===== config.mk =====
export PLATFORM = sky130hd
export DESIGN_NAME = rdx2_seq_div
export DESIGN_NICKNAME = d
export VERILOG_FILES = /design/src/rtl/arith_pkg.sv /design/src/rtl/div_step.sv /design/src/rtl/rdx2_seq_div.sv
export SDC_FILE = /design/constraint.sdc
export NUM_CORES = 1
export LEC_CHECK = 0
export ABC_AREA = 0
export CAP_MARGIN = 25
export CORE_MARGIN = 3
export CORE_UTILIZATION = 52
export CTS_BUF_LIST = sky130_fd_sc_hd__clkbuf_8
export CTS_CLUSTER_DIAMETER = 40
export CTS_CLUSTER_SIZE = 8
export DETAILED_ROUTE_END_ITERATION = 10
export MAX_ROUTING_LAYER = met4
export PLACE_DENSITY = 0.78
export RECOVER_POWER = 50
export SLEW_MARGIN = 20
export SYNTH_ARGS = -nofsm -noshare
export SYNTH_HDL_FRONTEND = slang
export SYNTH_HIERARCHICAL = 1
export SYNTH_SLANG_ARGS = --single-unit

===== constraint.sdc =====
create_clock -name clk -period 2.5 [get_ports clk]
set_input_delay 0.5 -clock clk [delete_from_list [all_inputs] [get_ports clk]]
set_output_delay 0.5 -clock clk [all_outputs]
set_load 0.03 [all_outputs]

===== src/rtl/arith_pkg.sv =====
// Shared arithmetic definitions: default operand widths and the divider FSM encoding.
package arith_pkg;

  localparam int unsigned DEF_WIDTH_N = 8;
  localparam int unsigned DEF_WIDTH_D = 8;

  typedef enum logic [1:0] {
    S_IDLE = 2'd0,
    S_CALC = 2'd1,
    S_FIX  = 2'd2
  } div_state_t;

endpackage : arith_pkg


===== src/rtl/div_step.sv =====
// One restoring radix-2 division step: shift in one dividend bit, trial-subtract
// the divisor, keep the difference if it is non-negative, otherwise restore.
module div_step #(
  parameter int unsigned W = 8
) (
  input  logic [W-1:0] rem_in,
  input  logic         bit_in,
  input  logic [W-1:0] div,
  output logic [W-1:0] rem_out,
  output logic         q_bit
);

  logic [W:0] shifted;
  logic [W:0] diff;

  // rem_in < div always holds, so shifted < 2*div and fits in W+1 bits;
  // bit W of the difference is therefore a reliable borrow/sign indicator.
  always_comb begin
    shifted = {rem_in, bit_in};
    diff    = shifted - {1'b0, div};
    q_bit   = ~diff[W];
    rem_out = q_bit ? diff[W-1:0] : shifted[W-1:0];
  end

endmodule : div_step


===== src/rtl/rdx2_seq_div.sv =====
// Sequential restoring radix-2 divider, signed or unsigned, one quotient bit per clock.
module rdx2_seq_div
  import arith_pkg::*;
#(
  parameter int unsigned WIDTH_N = DEF_WIDTH_N,
  parameter int unsigned WIDTH_D = DEF_WIDTH_D
) (
  input  logic               clk,
  input  logic               rstn,
  input  logic               vld_in,
  input  logic               sgn,
  input  logic [WIDTH_N-1:0] dividend,
  input  logic [WIDTH_D-1:0] divisor,
  output logic [WIDTH_N-1:0] quotient,
  output logic [WIDTH_D-1:0] remainder,
  output logic               busy,
  output logic               done,
  output logic               dz
);

  localparam int unsigned CNT_W = $clog2(WIDTH_N + 1);

  div_state_t         state, state_nxt;
  logic [CNT_W-1:0]   cnt;
  logic [WIDTH_N-1:0] quo;
  logic [WIDTH_D-1:0] rem;
  logic [WIDTH_D-1:0] dvs;
  logic [WIDTH_D-1:0] rem_step;
  logic               q_bit;
  logic               q_neg;
  logic               r_neg;
  logic               dz_r;

  logic               accept;
  logic               last_step;
  logic               dvd_neg;
  logic               dvs_neg;
  logic               dvs_zero;
  logic [WIDTH_N-1:0] dvd_mag;
  logic [WIDTH_D-1:0] dvs_mag;

  assign accept    = (state == S_IDLE) && vld_in;
  assign last_step = (cnt == CNT_W'(WIDTH_N - 1));
  assign dvd_neg   = sgn & dividend[WIDTH_N-1];
  assign dvs_neg   = sgn & divisor[WIDTH_D-1];
  assign dvs_zero  = (divisor == '0);
  assign dvd_mag   = dvd_neg ? -dividend : dividend;
  assign dvs_mag   = dvs_neg ? -divisor : divisor;
  assign busy      = (state != S_IDLE);

  div_step #(
    .W (WIDTH_D)
  ) u_step (
    .rem_in  (rem),
    .bit_in  (quo[WIDTH_N-1]),
    .div     (dvs),
    .rem_out (rem_step),
    .q_bit   (q_bit)
  );

  // State register.
  always_ff @(posedge clk or negedge rstn) begin
    if (!rstn) state <= S_IDLE;
    else       state <= state_nxt;
  end

  // Next-state logic: a zero divisor bypasses the iteration entirely.
  always_comb begin
    state_nxt = state;
    unique case (state)
      S_IDLE: if (vld_in) state_nxt = dvs_zero ? S_FIX : S_CALC;
      S_CALC: if (last_step) state_nxt = S_FIX;
      S_FIX:  state_nxt = S_IDLE;
      default: state_nxt = S_IDLE;
    endcase
  end

  // Operand latch, iteration and result write-back.
  // For divide-by-zero the raw dividend is parked in quo so FIX can return
  // its low bits as the remainder without an extra register.
  always_ff @(posedge clk or negedge rstn) begin
    if (!rstn) begin
      cnt       <= '0;
      quo       <= '0;
      rem       <= '0;
      dvs       <= '0;
      q_neg     <= 1'b0;
      r_neg     <= 1'b0;
      dz_r      <= 1'b0;
      quotient  <= '0;
      remainder <= '0;
      dz        <= 1'b0;
      done      <= 1'b0;
    end else begin
      done <= 1'b0;
      unique case (state)
        S_IDLE: begin
          if (accept) begin
            cnt   <= '0;
            rem   <= '0;
            dvs   <= dvs_mag;
            q_neg <= dvd_neg ^ dvs_neg;
            r_neg <= dvd_neg;
            dz_r  <= dvs_zero;
            quo   <= dvs_zero ? dividend : dvd_mag;
          end
        end
        S_CALC: begin
          quo <= {quo[WIDTH_N-2:0], q_bit};
          rem <= rem_step;
          cnt <= cnt + 1'b1;
        end
        S_FIX: begin
          done <= 1'b1;
          dz   <= dz_r;
          if (dz_r) begin
            quotient  <= '1;
            remainder <= quo[WIDTH_D-1:0];
          end else begin
            quotient  <= q_neg ? -quo : quo;
            remainder <= r_neg ? -rem : rem;
          end
        end
        default: ;
      endcase
    end
  end

endmodule : rdx2_seq_div


==> results of run 1 <==
==> timing repair <==
| action | in CTS | in global routing |
|---|---|---|
| hold buffers | 0 | 0 |
| buffers inserted | 0 | 5 |
| setup endpoints to repair | 7 | 8 |
| pin swaps | 1 | 9 |
| gates resized for setup | 0 | 13 |
| hold endpoints to repair | 0 | 0 |
==> layer usage <==
metal	track usage, %	up-vias	share of wire [%]
met5	-	-	0
met4	4.971	0	0.70
met3	3.159	6	4.8
met2	32.32	73	48
met1	27.49	1270	46
li1	-	1327	-
==> worst min path at each step <==
stage	slack [ns]	start	end	cells after the start
2_1_floorplan	0.20	rstn	cnt[0]$_DFFE_PN0P_	0
3_3_place_gp	0.46	dvs[2]$_DFFE_PN0P_	dvs[2]$_DFFE_PN0P_	2
3_5_place_dp	0.47	remainder[1]$_DFFE_PN0P_	remainder[1]$_DFFE_PN0P_	2
4_1_cts	0.31	rstn	dvs[7]$_DFFE_PN0P_	2
5_1_grt	0.51	dvs[3]$_DFFE_PN0P_	dvs[3]$_DFFE_PN0P_	2
6_report	0.49	dvs[2]$_DFFE_PN0P_	dvs[2]$_DFFE_PN0P_	2
==> cells in the final DEF (no fill, tap or decap), types with 2 or more instances in the layout <==
master and n:
clkbuf_8 6, mux2i_1 8, xnor2_1 15, a22o_1 10, a211oi_1 4, buf_4 14
xor2_1 6, nand2_1 29, a31oi_1 7, a21o_1 3, a22oi_1 5, o22ai_1 2
mux2_2 2, ha_1 12, or2_2 3, inv_1 21, mux2_4 6, a21oi_1 22
nor3b_1 2, and3_1 4, buf_6 3, o31ai_1 3, clkbuf_1 3, nor3_1 4
or4_1 6, nand4_1 4, nor2_1 28, dfrtp_1 51, clkdlybuf4s50_1 36, o21ai_0 28
nand2b_1 6, nand3_1 13, and2_1 2
==> state kept, by name (all words and copies together) (netlist names) <==
register   count
cnt            4
done           1
dvs            8
dz             1
dz_r           1
q_neg          1
quo            8
quotient       8
r_neg          1
rem            8
remainder      8
state          2
==> power groups by stage <==
stage               clock (uW)  combinational (uW)  sequential [uW]
global route               648                3810             1580
finish                     606                3480             1530
floorplan                    0                2030             1650
CTS                        619                3080             1510
detailed placement           0                3060             1520
global placement             0                2940             1510
==> metrics by stage <==
step	TNS [ns]	instances	worst slack (ns)	power [uW]
floorplan	0	342	0.03483	3679
global placement	0	455	0.06957	4450
detailed placement	-0.03474	455	-0.01728	4581
CTS	-0.06513	463	-0.02831	5206
global route	-0.2906	468	-0.05492	6038
finish	0	468	0.02935	5616
==> layout make-up <==
class,instances,area (um^2)
flip-flops and latches,51,1276
clock buffers,6,82.58
inverters,23,86.33
multi-input cells,255,1779
repair buffers,59,530.5
fillers,454,1826
clock inverters,2,38.79
well taps,72,90.09
==> kinds of logic after synthesis <==
| group | after synthesis | synth area share (%) |
|---|---|---|
| and+or+nand+nor | 108 | 17.50 |
| AOI/OAI and AO/OA | 95 | 19.75 |
| DFF | 51 | 40.38 |
| buffers and inverters | 36 | 4.513 |
| xor gates and xnor gates | 22 | 6.691 |
| muxes | 16 | 5.384 |
| adders and majority gates | 14 | 5.780 |
==> worst max-delay path: cells and delay by family, from the launching register on <==
kind / cells / cell delay, ns
AO/OA/AOI/OAI: 4 / 0.67
XOR/XNOR: 1 / 0.22
adder cells (fa/ha/maj): 2 / 0.48
buffers and inverters: 3 / 0.27
flip-flops: 1 / 0.40
multiplexers: 1 / 0.32
==> metrics.yaml, run 1 <==
outcome: "finished, final reports clean"
clockRootBuffer: "clkbuf_8"
synth-edff-count: 0
clock_path_buffers: 2
drtIter0Drc: 197
synth_common_cells: "dfrtp_1 (51), nand2_1 (29), nor2_1 (28), o21ai_0 (28)"
rows: 27
initial_utilization_pct: 55.36
slew_violations: 0
dpl_cell_area_um2: 3690
synth_cell_types: 52
crit_required_ns: 2.69
ant_nets: 0
dp_hpwl_mm: 5.157
ys.flop_type: "dfrtp_1"
yosys_warnings: 6
crit_slowest_cell: "dfrtp_1"
dieHeight_um: 83.96
wl_per_cell_um: 14.73
antenna_found_initial: 0
fin_skew_ns: 0.009989
setup_viol: 0
ys_seq_area_share_pct: 40.38
worstPathMaxFanout: 4
pwr-share-clk_pct: 10.8
cap_violations: 0
core_um2: 5709
path_class: "reg -> reg"
vias_per_cell: 5.718
vdd.ir_drop.worst_uv: 772.3
grt_pass1_vias: 2474
setup.worst_path.start_class: "flop"
cts_tree: "built"
htree_num_levels: 2
crit_end: "rem[4]$_DFFE_PN0P_"
r2r-start: "quo[7]$_DFFE_PN0P_"
numPortBuffers: 38
fmax_mhz: 404.8
ys_async_sr_fraction_pct: 100.0
routabilityCongestion: 0.8729
dieArea_um2: 7049
nets: 429
clkLatencyLatePin_ns: 0.30
utilization_pct: 68.03
diodes: 0
grt_usage_pct: 20.34
drive_above_1_share_pct: 12.12
grt_overflow: 0
cts_buffers: 5
slowest_delay_ns: 0.40
crit_arrival_ns: 2.67
synth_nets: 376
timing.rr.end: "rem[4]$_DFFE_PN0P_"
path_clk_slew_ns: 0.09
max_slew_margin_pct: 19.46
crit_chain: "inv_2 > ha_4 > inv_1 > fa_2 > a21o_1 > a21oi_2 > o31ai_4 > xor2_4 > buf_6 > mux2_2 > a22o_1"
leakage_uw: 0.001737
cts_sinks: 51
r2r_cells: 11
hold_violations: 0
totalWireLength_mm: 6.894
grt_max_degree: 52
yosysMostFrequentCell: "dfrtp_1"
switching_share_pct: 41.05
post_synth.cell_area_avg_um2: 9.241
synth_top_area_share_pct: 40.38
power_density_nw_per_um2: 1446
switching_power_uw: 2306
fin_crit_sh_pct: 98.83
ios: 39
die_w_um: 83.96
vias: 2676
synth_area_um2: 3161
grt_pass1_wl_mm: 11.51
synth.area.top_cells: "dfrtp_1 (40%), ha_1 (5.1%), o21ai_0 (4.4%)"
endpoint_kind: "flop"
dr.pass1.iters: 4
crit_start: "quo[7]$_DFFE_PN0P_"
min-delay-path-class: "reg -> reg"
comb_power_share_pct: 62.0
area_growth_pct: 22.88
syn_inst: 342
synth_area_leader_cell: "dfrtp_1"
ys_ff_latch: 51
min_period_ns: 2.471
drc: 0
final_area_um2: 3884
reg2reg_slack_ns: 0.03
tightest_slew_ns: 1.208
hold-worst-slack_ns: 0.4858
p_seq_share_pct: 27.2
power.internal_uw: 3311
Note: power is estimated with default switching activity, not from simulation.
==> run 2: changes to the inputs <==
--- a/config.mk
+++ b/config.mk
@@ -11,10 +11,9 @@
 export CORE_UTILIZATION = 52
 export CTS_BUF_LIST = sky130_fd_sc_hd__clkbuf_8
 export CTS_CLUSTER_DIAMETER = 40
-export CTS_CLUSTER_SIZE = 8
 export DETAILED_ROUTE_END_ITERATION = 10
 export MAX_ROUTING_LAYER = met4
-export PLACE_DENSITY = 0.78
+export PLACE_DENSITY = 0.89
 export RECOVER_POWER = 50
 export SLEW_MARGIN = 20
 export SYNTH_ARGS = -nofsm -noshare
==> constraint.sdc (replaced) <==
create_clock -name clk -period 2.1 [get_ports clk]
set_input_delay 0.42 -clock clk [delete_from_list [all_inputs] [get_ports clk]]
set_output_delay 0.42 -clock clk [all_outputs]
set_load 0.03 [all_outputs]
==> run 2 against run 1 <==
Net effect: the flow now finishes with violations (negative setup slack); register-to-register slack lost 0.30 ns; first-iteration DRC count grew 25%; combinational power grew 33%; routed wire length grew 13%; global-route usage grew 2.2 points; sequential share of layout area shrank 1.8 points; via count grew 9.2%; cell count grew 6.2%; critical endpoint is now rem[2]$_DFFE_PN0P_; highest routed layer unchanged.
==> metrics.yaml, run 2 (synthesized netlist as in run 1, its figures left out) <==
tightest_slew_ns: 1.208
crit_chain: "inv_2 > ha_4 > inv_2 > fa_2 > a21o_1 > a21oi_4 > o31ai_4 > xor2_4 > buf_6 > mux2_4 > a22o_1"
dp_cells: 482
utilization_pct: 72.04
hold_violations: 0
die_w_um: 83.96
wl_per_cell_um: 15.66
drc: 0
area_growth_pct: 30.13
slew_violations: 0
ant_nets: 0
endpoint_kind: "flop"
fmax_mhz: 422.0
final_cell_mix: "dfrtp_1 (51), buf_4 (44), clkdlybuf4s50_1 (35), nand2_1 (29)"
switching_share_pct: 41.77
totalWireLength_mm: 7.783
clkLatencyLatePin_ns: 0.32
grt_pass1_wl_mm: 12.83
power_density_nw_per_um2: 1737
min_period_ns: 2.370
leakage_uw: 0.001881
p_seq_share_pct: 25.3
use_met1_pct: 28.44
drtIter0Drc: 247
power.internal_uw: 4160
numPortBuffers: 38
vias_per_cell: 5.879
antenna_found_initial: 0
nets: 458
min-delay-path-class: "in -> async"
cts_tree: "built"
worstPathMaxFanout: 4
path_class: "reg -> reg"
grt_use_met2_pct: 37.74
htree_num_levels: 2
grt_usage_pct: 22.55
path_clk_slew_ns: 0.11
ios: 39
crit_family: "compound AO/OA/AOI/OAI gates"
cts_buffers: 5
grt_busiest_layer: "met2"
failed_checks: "negative setup slack"
vias: 2922
initial_utilization_pct: 55.36
diodes: 0
cts_sinks: 51
dr.pass1.iters: 5
max_slew_margin_pct: 19.48
crit_arrival_ns: 2.57
rows: 27
vdd.ir_drop.worst_uv: 897.0
crit_required_ns: 2.30
crit_buf_inv: 3
clockRootBuffer: "clkbuf_8"
crit_top_cell: "inv_2"
grt_max_degree: 29
use_met3_pct: 3.653
drive_above_1_share_pct: 18.59
switching_power_uw: 2984
core_um2: 5709
fin_skew_ns: 0.01648
cap_violations: 0
routabilityCongestion: 0.9302
rsz0062_at_grt: "yes"
dieArea_um2: 7049
grt_pass1_vias: 2798
setup.worst_path.start_class: "flop"
setup_viol: 9
nFillCells: 409
fin_ws_ns: -0.2696
stdcell_count: 497
comb_power_share_pct: 64.7
pwr-share-clk_pct: 10.0
hold-worst-slack_ns: 0.3201
fin_crit_sh_pct: 112.8
crit_slowest_cell: "dfrtp_1"
final_common_cell: "dfrtp_1"
ctsHoldBuffers: 0
fin_tns_setup_ns: -2.187
slowest_delay_ns: 0.40
dp_hpwl_mm: 5.633
dieHeight_um: 83.96
grt_overflow: 0
pre_cts_slack_ns: -0.3659
clock_path_buffers: 2
outcome: "complete, but fails checks"
-- run 2: area by class of cell --
cell class	count	area [um^2]	area share, %
clock buffer	5	68.82	1.673
tap	72	90.09	2.190
timing repair buffer	88	745.7	18.13
inverter	23	86.33	2.099
clock inverter	3	46.29	1.126
multi-input combinational	255	1799	43.75
sequential	51	1276	31.03
-- run 2: timing repair --
action	CTS	global route
cloned	0	0
endpoints found under the hold margin	0	0
endpoints found under the setup margin	9	10
pin swaps	14	4
gates resized for setup	6	3
setup buffers	4	3
-- run 2: routing by layer --
layer | part of all wire (%) | wire [um] | vias to the layer above
li1 | - | - | 1394
met1 | 43 | 3321 | 1391
met2 | 49 | 3828 | 117
met3 | 6.1 | 474 | 20
met4 | 2.0 | 159 | 0
met5 | 0 | 0 | -
-- run 2: path summary, 6_finish.rpt --
kind	start	depth (start not counted)	slack [ns]	endpoint
worst max-delay path	quo[7]$_DFFE_PN0P_	11	-0.27	rem[2]$_DFFE_PN0P_
worst min-delay path	rstn	1	0.32	remainder[0]$_DFFE_PN0P_
worst max register to register	quo[7]$_DFFE_PN0P_	11	-0.27	rem[2]$_DFFE_PN0P_
worst min register to register	dvs[4]$_DFFE_PN0P_	2	0.50	dvs[4]$_DFFE_PN0P_
max in group asynchronous	rstn	2	0.48	dvs[3]$_DFFE_PN0P_
min in group clk	dvs[4]$_DFFE_PN0P_	2	0.50	dvs[4]$_DFFE_PN0P_
-- run 2: per-stage QoR --
step                      area [um^2]  power, uW
after floorplan                  3197       4651
after global placement           3941       5776
after detailed placement         3941       5981
after CTS                        4106       6914
after global routing             4113       7589
final                            4113       7144
-- run 2: power by group through the flow --
| stage | clock [uW] | sequential [uW] | combinational, uW |
|---|---|---|---|
| 6_report | 715 | 1810 | 4620 |
| 5_1_grt | 770 | 1850 | 4970 |
| 4_1_cts | 720 | 1790 | 4410 |
| 3_5_place_dp | 0 | 1790 | 4190 |
| 2_1_floorplan | 0 | 1960 | 2690 |
| 3_3_place_gp | 0 | 1770 | 4010 |
